$ cat config.mk
export PLATFORM = sky130hd
export DESIGN_NAME = output_array
export DESIGN_NICKNAME = d
export VERILOG_FILES = /design/src/rtl/output_array_pkg.sv /design/src/rtl/output_array_seg7_scan.sv /design/src/rtl/output_array.sv
export SDC_FILE = /design/constraint.sdc
export NUM_CORES = 1
export LEC_CHECK = 0
export ABC_CLOCK_PERIOD_IN_PS = 1750
export CAP_MARGIN = 20
export CORE_UTILIZATION = 36
export CTS_BUF_LIST = sky130_fd_sc_hd__clkbuf_8
export DETAILED_ROUTE_END_ITERATION = 7
export GPL_ROUTABILITY_DRIVEN = 0
export GPL_TIMING_DRIVEN = 1
export MAX_ROUTING_LAYER = met4
export PLACE_DENSITY = 0.71
export SLEW_MARGIN = 20
export SYNTH_ARGS = -nofsm -noshare
export SYNTH_HDL_FRONTEND = slang
export SYNTH_SLANG_ARGS = --single-unit
$ cat constraint.sdc
create_clock -name clk -period 1.75 [get_ports clk]
set_input_delay 0.35 -clock clk [delete_from_list [all_inputs] [get_ports clk]]
set_output_delay 0.35 -clock clk [all_outputs]
set_load 0.1 [all_outputs]
$ cat src/rtl/output_array_pkg.sv
// +--------------------------------------------------------------------------+
// | output_array_pkg: press codes, glyphs and FSM encoding for output_array  |
// | Revision: 1.0                                                            |
// +--------------------------------------------------------------------------+
`default_nettype none

package output_array_pkg;

  localparam logic [2:0] NXT  = 3'b000;
  localparam logic [2:0] RLS  = 3'b001;
  localparam logic [2:0] CON  = 3'b010;
  localparam logic [2:0] DEL  = 3'b011;
  localparam logic [2:0] RIS  = 3'b100;
  localparam logic [2:0] NONE = 3'b111;

  localparam logic [4:0] EMPTY_VAL = 5'd31;

  localparam logic [7:0] GLYPH_0     = 8'hC0;
  localparam logic [7:0] GLYPH_1     = 8'hF9;
  localparam logic [7:0] GLYPH_2     = 8'hA4;
  localparam logic [7:0] GLYPH_3     = 8'hB0;
  localparam logic [7:0] GLYPH_4     = 8'h99;
  localparam logic [7:0] GLYPH_5     = 8'h92;
  localparam logic [7:0] GLYPH_6     = 8'h82;
  localparam logic [7:0] GLYPH_7     = 8'hF8;
  localparam logic [7:0] GLYPH_DASH  = 8'hBF;
  localparam logic [7:0] GLYPH_BLANK = 8'hFF;

  // Digit code 0..7 renders as a numeral; anything else renders as '-'
  localparam logic [3:0] CODE_DASH = 4'hF;

  typedef enum logic [1:0] {
    ST_IDLE   = 2'd0,
    ST_BROWSE = 2'd1,
    ST_HOLD   = 2'd2
  } state_t;

  function automatic logic [7:0] glyph(input logic [3:0] code);
    case (code)
      4'd0:    return GLYPH_0;
      4'd1:    return GLYPH_1;
      4'd2:    return GLYPH_2;
      4'd3:    return GLYPH_3;
      4'd4:    return GLYPH_4;
      4'd5:    return GLYPH_5;
      4'd6:    return GLYPH_6;
      4'd7:    return GLYPH_7;
      default: return GLYPH_DASH;
    endcase
  endfunction

  // Entry 0 sits in the most significant slot of the packed array
  function automatic logic [4:0] entry_at(input logic [19:0] arr, input logic [1:0] k);
    case (k)
      2'd0:    return arr[19:15];
      2'd1:    return arr[14:10];
      2'd2:    return arr[9:5];
      default: return arr[4:0];
    endcase
  endfunction

endpackage

`default_nettype wire

$ cat src/rtl/output_array_seg7_scan.sv
// +--------------------------------------------------------------------------+
// | seg7_scan: two-digit multiplexed 7-segment driver (value on digit 0,     |
// | index on digit 7). Revision: 1.0                                         |
// +--------------------------------------------------------------------------+
`default_nettype none

module seg7_scan
  import output_array_pkg::*;
#(
  parameter int SCAN_DIV = 100000
) (
  input  logic       clk,
  input  logic       rst_n,
  input  logic       active,
  input  logic [3:0] val_code,
  input  logic [3:0] idx_code,
  output logic [7:0] seg_an,
  output logic [7:0] seg_data
);

  localparam int CW = $clog2(SCAN_DIV);
  localparam logic [CW-1:0] C_CNT_MAX = CW'(SCAN_DIV - 1);

  logic [CW-1:0] r_cnt;
  logic          r_sel;

  always_ff @(posedge clk or negedge rst_n) begin
    if (!rst_n) begin
      r_cnt <= '0;
      r_sel <= 1'b0;
    end else if (!active) begin
      r_cnt <= '0;
      r_sel <= 1'b0;
    end else if (r_cnt == C_CNT_MAX) begin
      r_cnt <= '0;
      r_sel <= ~r_sel;
    end else begin
      r_cnt <= r_cnt + 1'b1;
    end
  end

  always_comb begin
    seg_an   = 8'hFF;
    seg_data = GLYPH_BLANK;
    if (active) begin
      if (r_sel) begin
        seg_an   = 8'h7F;
        seg_data = glyph(idx_code);
      end else begin
        seg_an   = 8'hFE;
        seg_data = glyph(val_code);
      end
    end
  end

endmodule

`default_nettype wire

$ cat src/rtl/output_array.sv
// +--------------------------------------------------------------------------+
// | output_array: browse a packed 4-entry array with push-button codes,      |
// | show the selection on LEDs and 7-seg, pulse over on confirm. Rev: 1.0    |
// +--------------------------------------------------------------------------+
`default_nettype none

module output_array
  import output_array_pkg::*;
#(
  parameter int SCAN_DIV = 100000
) (
  input  logic        clk,
  input  logic        rst_n,
  input  logic        en,
  input  logic [2:0]  press,
  input  logic [19:0] array_in,
  input  logic [3:0]  count,
  output logic        over,
  output logic [1:0]  idx,
  output logic [7:0]  led,
  output logic [7:0]  seg_an,
  output logic [7:0]  seg_data
);

  state_t     r_state, w_state_nxt;
  logic [1:0] r_idx, w_idx_nxt;
  logic       w_over_nxt;
  logic [2:0] w_cnt_eff;
  logic [1:0] w_last;
  logic [4:0] w_val;
  logic       w_dash;
  logic [3:0] r_val_code;

  assign w_cnt_eff = (count > 4'd4) ? 3'd4 : count[2:0];
  assign w_last    = 2'(w_cnt_eff - 3'd1);
  assign idx       = r_idx;

  always_comb begin
    w_state_nxt = r_state;
    w_idx_nxt   = r_idx;
    w_over_nxt  = 1'b0;
    case (r_state)
      ST_IDLE: begin
        w_idx_nxt = 2'd0;
        if (en) w_state_nxt = ST_BROWSE;
      end
      ST_BROWSE: begin
        if (w_cnt_eff == 3'd0) begin
          w_idx_nxt = 2'd0;
          if (press == CON) begin
            w_over_nxt  = 1'b1;
            w_state_nxt = ST_HOLD;
          end
        end else if ({1'b0, r_idx} >= w_cnt_eff) begin
          // A shrinking count wins over whatever was pressed this cycle
          w_idx_nxt = 2'd0;
        end else begin
          case (press)
            NXT: w_idx_nxt = (r_idx == w_last) ? 2'd0 : r_idx + 2'd1;
            RIS: w_idx_nxt = (r_idx == 2'd0) ? w_last : r_idx - 2'd1;
            RLS: w_idx_nxt = 2'd0;
            CON: begin
              w_over_nxt  = 1'b1;
              w_state_nxt = ST_HOLD;
            end
            DEL, NONE: ;
            default: ;
          endcase
        end
      end
      ST_HOLD: ;
      default: w_state_nxt = ST_IDLE;
    endcase
    if (!en) begin
      w_state_nxt = ST_IDLE;
      w_idx_nxt   = 2'd0;
      w_over_nxt  = 1'b0;
    end
  end

  always_ff @(posedge clk or negedge rst_n) begin
    if (!rst_n) begin
      r_state <= ST_IDLE;
      r_idx   <= 2'd0;
      over    <= 1'b0;
    end else begin
      r_state <= w_state_nxt;
      r_idx   <= w_idx_nxt;
      over    <= w_over_nxt;
    end
  end

  assign w_val  = entry_at(array_in, r_idx);
  assign w_dash = (w_cnt_eff == 3'd0) || (w_val == EMPTY_VAL) || (w_val > 5'd7);

  // Display path lags idx by one edge; blanks as soon as IDLE is entered
  always_ff @(posedge clk or negedge rst_n) begin
    if (!rst_n) begin
      led        <= 8'h00;
      r_val_code <= CODE_DASH;
    end else begin
      if (w_state_nxt == ST_IDLE || w_dash) led <= 8'h00;
      else                                  led <= 8'h01 << w_val[2:0];
      r_val_code <= w_dash ? CODE_DASH : {1'b0, w_val[2:0]};
    end
  end

  seg7_scan #(
    .SCAN_DIV(SCAN_DIV)
  ) u_scan (
    .clk     (clk),
    .rst_n   (rst_n),
    .active  (r_state != ST_IDLE),
    .val_code(r_val_code),
    .idx_code({2'b00, r_idx}),
    .seg_an  (seg_an),
    .seg_data(seg_data)
  );

endmodule

`default_nettype wire

==> metrics.txt <==
outcome finished, violations left; failing checks negative setup slack; Post-synth EDFFs 0; n_diodes 0; Netlist cell types 55; final setup fails 7; layout cells sized above 1 40.9%; vias in the first global route 2058; final period utilization 115%; fmax 0.495 GHz; site row count 28; clock skew 0.00388 ns; Post-Layout Cell Count 405; grt total ovfl 0; Setup CP Type reg -> out; Via density 5.18; initial DRC count 61; I/O Buffers 49; cts hold-fix bufs 0; Worst-Skew Late Latency 0.28 ns; Area growth syn-to-layout 64.9%; all-layer global routing usage 18.9%; placed cells 389; vias 2098; max-slew violations 0; post-detail-place hpwl 4.52 mm; most common cell after layout, fill and taps aside buf_4; wire per inst 14.1 um; crit path capture type output pin; RSZ-0062 raised after global routing yes; Clock Path Buffers 2; final hold vios 0; die area 6530 um2; worst path required time 1.40 ns; die span in x 80.8 um; CP Max Fanout 4; flops & latches, synth 35; CORE AREA 5960 um2; Mapped Avg Cell Area 9.24 um2; largest net degree at the start of global routing 23; Clock Tree Root clkbuf_8; Die Y-Extent 80.8 um; antenna violations before repair 0; Seq/Total Area, Yosys 39.4%; first drt pass iteration count 4; CTS tree done; Initial Util 37.5%; fin util 61.9%; H-tree depth 2; Tmin final 2.02 ns; main flop type after synthesis dfrtp_1; final WL 5.71 mm; crit path DAT 1.67 ns; synth warn 0; VDD IR-drop max 0.297 mV; Max Cap Violations 0; Mapped Area 2240 um2; CP Launch Type register; clk sinks 35; Routed Antenna Nets 0; DRC 0; Static Leak 1.55 nW; most frequent cells in the layout buf_4, dfrtp_1, clkdlybuf4s50_1, nor2_1, buf_12; fin nets 374; global-route wire length before repair 9.22 mm; hold crit path type in -> async; clk slew on worst S/H paths 0.07 ns; cts bufs inserted 5; asr flop ratio synth 100%; Cell Pwr Density 567 nW/um2; Cells after Synth 242; setup slack after layout -0.271 ns; I/O pins 57
-- final timing paths --
check | slack, ns | start | cells past startpoint | endpoint
setup / recovery | -0.27 | r_val_code[0]$_DFF_PN1_ | 6 | seg_data[0]
hold / removal | 0.36 | rst_n | 1 | led[5]$_DFF_PN0_
setup reg to reg | 0.01 | idx[1]$_DFFE_PN0P_ | 5 | idx[0]$_DFFE_PN0P_
hold reg to reg | 0.47 | u_scan.r_cnt[0]$_DFF_PN0_ | 1 | u_scan.r_cnt[0]$_DFF_PN0_
max in group asynchronous | 0.87 | rst_n | 2 | r_val_code[3]$_DFF_PN1_
min in group clk | 0.47 | u_scan.r_cnt[0]$_DFF_PN0_ | 1 | u_scan.r_cnt[0]$_DFF_PN0_
-- critical path, stage by stage, from the launching register on --
cell and delay, ns:
dfstp_2 0.59, ha_2 0.19, inv_2 0.04, o21ai_4 0.16
a21oi_2 0.07, o21ai_4 0.15, buf_12 0.19
-- cells by family (layout without fill, tap and decap cells) --
group	Yosys count	after routing	synth area share (%)
multiplexers	2	2	0.951
adder cells (fa/ha/maj)	15	15	8.39
AND/OR/NAND/NOR	97	97	24.0
XOR/XNOR	14	14	5.48
other	1	7	0.168
buffers and inverters	27	109	6.16
flip-flops	35	35	39.4
AO/OA/AOI/OAI	51	51	15.5
-- Yosys cell counts (3+ instances only) --
cell type	count	share of area [%]
xnor2_1	6	2.4
buf_4	7	2.4
nand3_1	6	1.3
nand4_1	3	0.84
inv_1	14	2.4
nand2b_1	5	1.4
o32a_1	4	1.8
xor2_1	8	3.1
a21oi_1	10	2.2
o21ai_0	15	3.4
clkbuf_1	3	0.50
or3_1	4	1.1
nor2b_1	3	0.84
and2_1	3	0.84
nor3_1	5	1.1
dfrtp_1	31	35
ha_1	15	8.4
nor2_1	25	4.2
o211ai_1	3	1.0
dfstp_2	4	4.7
nand2_1	22	3.7
-- final cells by class --
type / count / area (um2)
Fill cell: 495 / 2270
Clock inverter: 3 / 12.5
Sequential cell: 35 / 888
Multi-Input combinational cell: 186 / 1570
Tap cell: 75 / 93.8
Timing Repair Buffer: 87 / 991
Inverter: 14 / 62.6
Clock buffer: 5 / 68.8
-- metrics by stage --
stage	instance area (um2)	total power, W	setup slack [ns]	hold slack [ns]	setup TNS, ns
floorplan	2500	0.00127	-0.146	0.0544	-1.26
global placement	3410	0.00149	-0.571	0.468	-7.31
detailed placement	3410	0.00150	-0.607	0.480	-7.75
CTS	3560	0.00207	-0.276	0.367	-1.87
global route	3690	0.00218	-0.319	0.387	-2.16
finish	3690	0.00209	-0.271	0.359	-1.63
-- flip-flops by register name, summed over array words and instances, names as in the netlist --
| signal | cells |
|---|---|
| r_val_code | 4 |
| led | 8 |
| u_scan.r_cnt | 17 |
| u_scan.r_sel | 1 |
| r_state | 2 |
| idx | 2 |
| over | 1 |
-- routing by layer --
metal | GRT usage, % | routed length (um) | up-vias | part of all wire [%]
li1 | - | - | 1027 | -
met1 | 21.5 | 2390 | 993 | 42
met2 | 33.1 | 2920 | 63 | 51
met3 | 3.15 | 226 | 15 | 4.0
met4 | 7.32 | 167 | 0 | 2.9
met5 | - | 0 | - | 0
-- report_power, final --
part | total [W] | switching, W | leakage [nW] | internal [W]
sequential | 0.000864 | 0.0000277 | 0.466 | 0.000837
clock | 0.000549 | 0.000282 | 0.0505 | 0.000267
combinational | 0.000677 | 0.000394 | 1.03 | 0.000283
-- what timing repair did --
| item | CTS | global route |
|---|---|---|
| buffers inserted | 5 | 3 |
| gates cloned | 0 | 0 |
| pin swaps | 13 | 7 |
| gates resized for setup | 28 | 20 |
| endpoints found under the setup margin | 24 | 22 |
(Power assumes the default switching activity.)
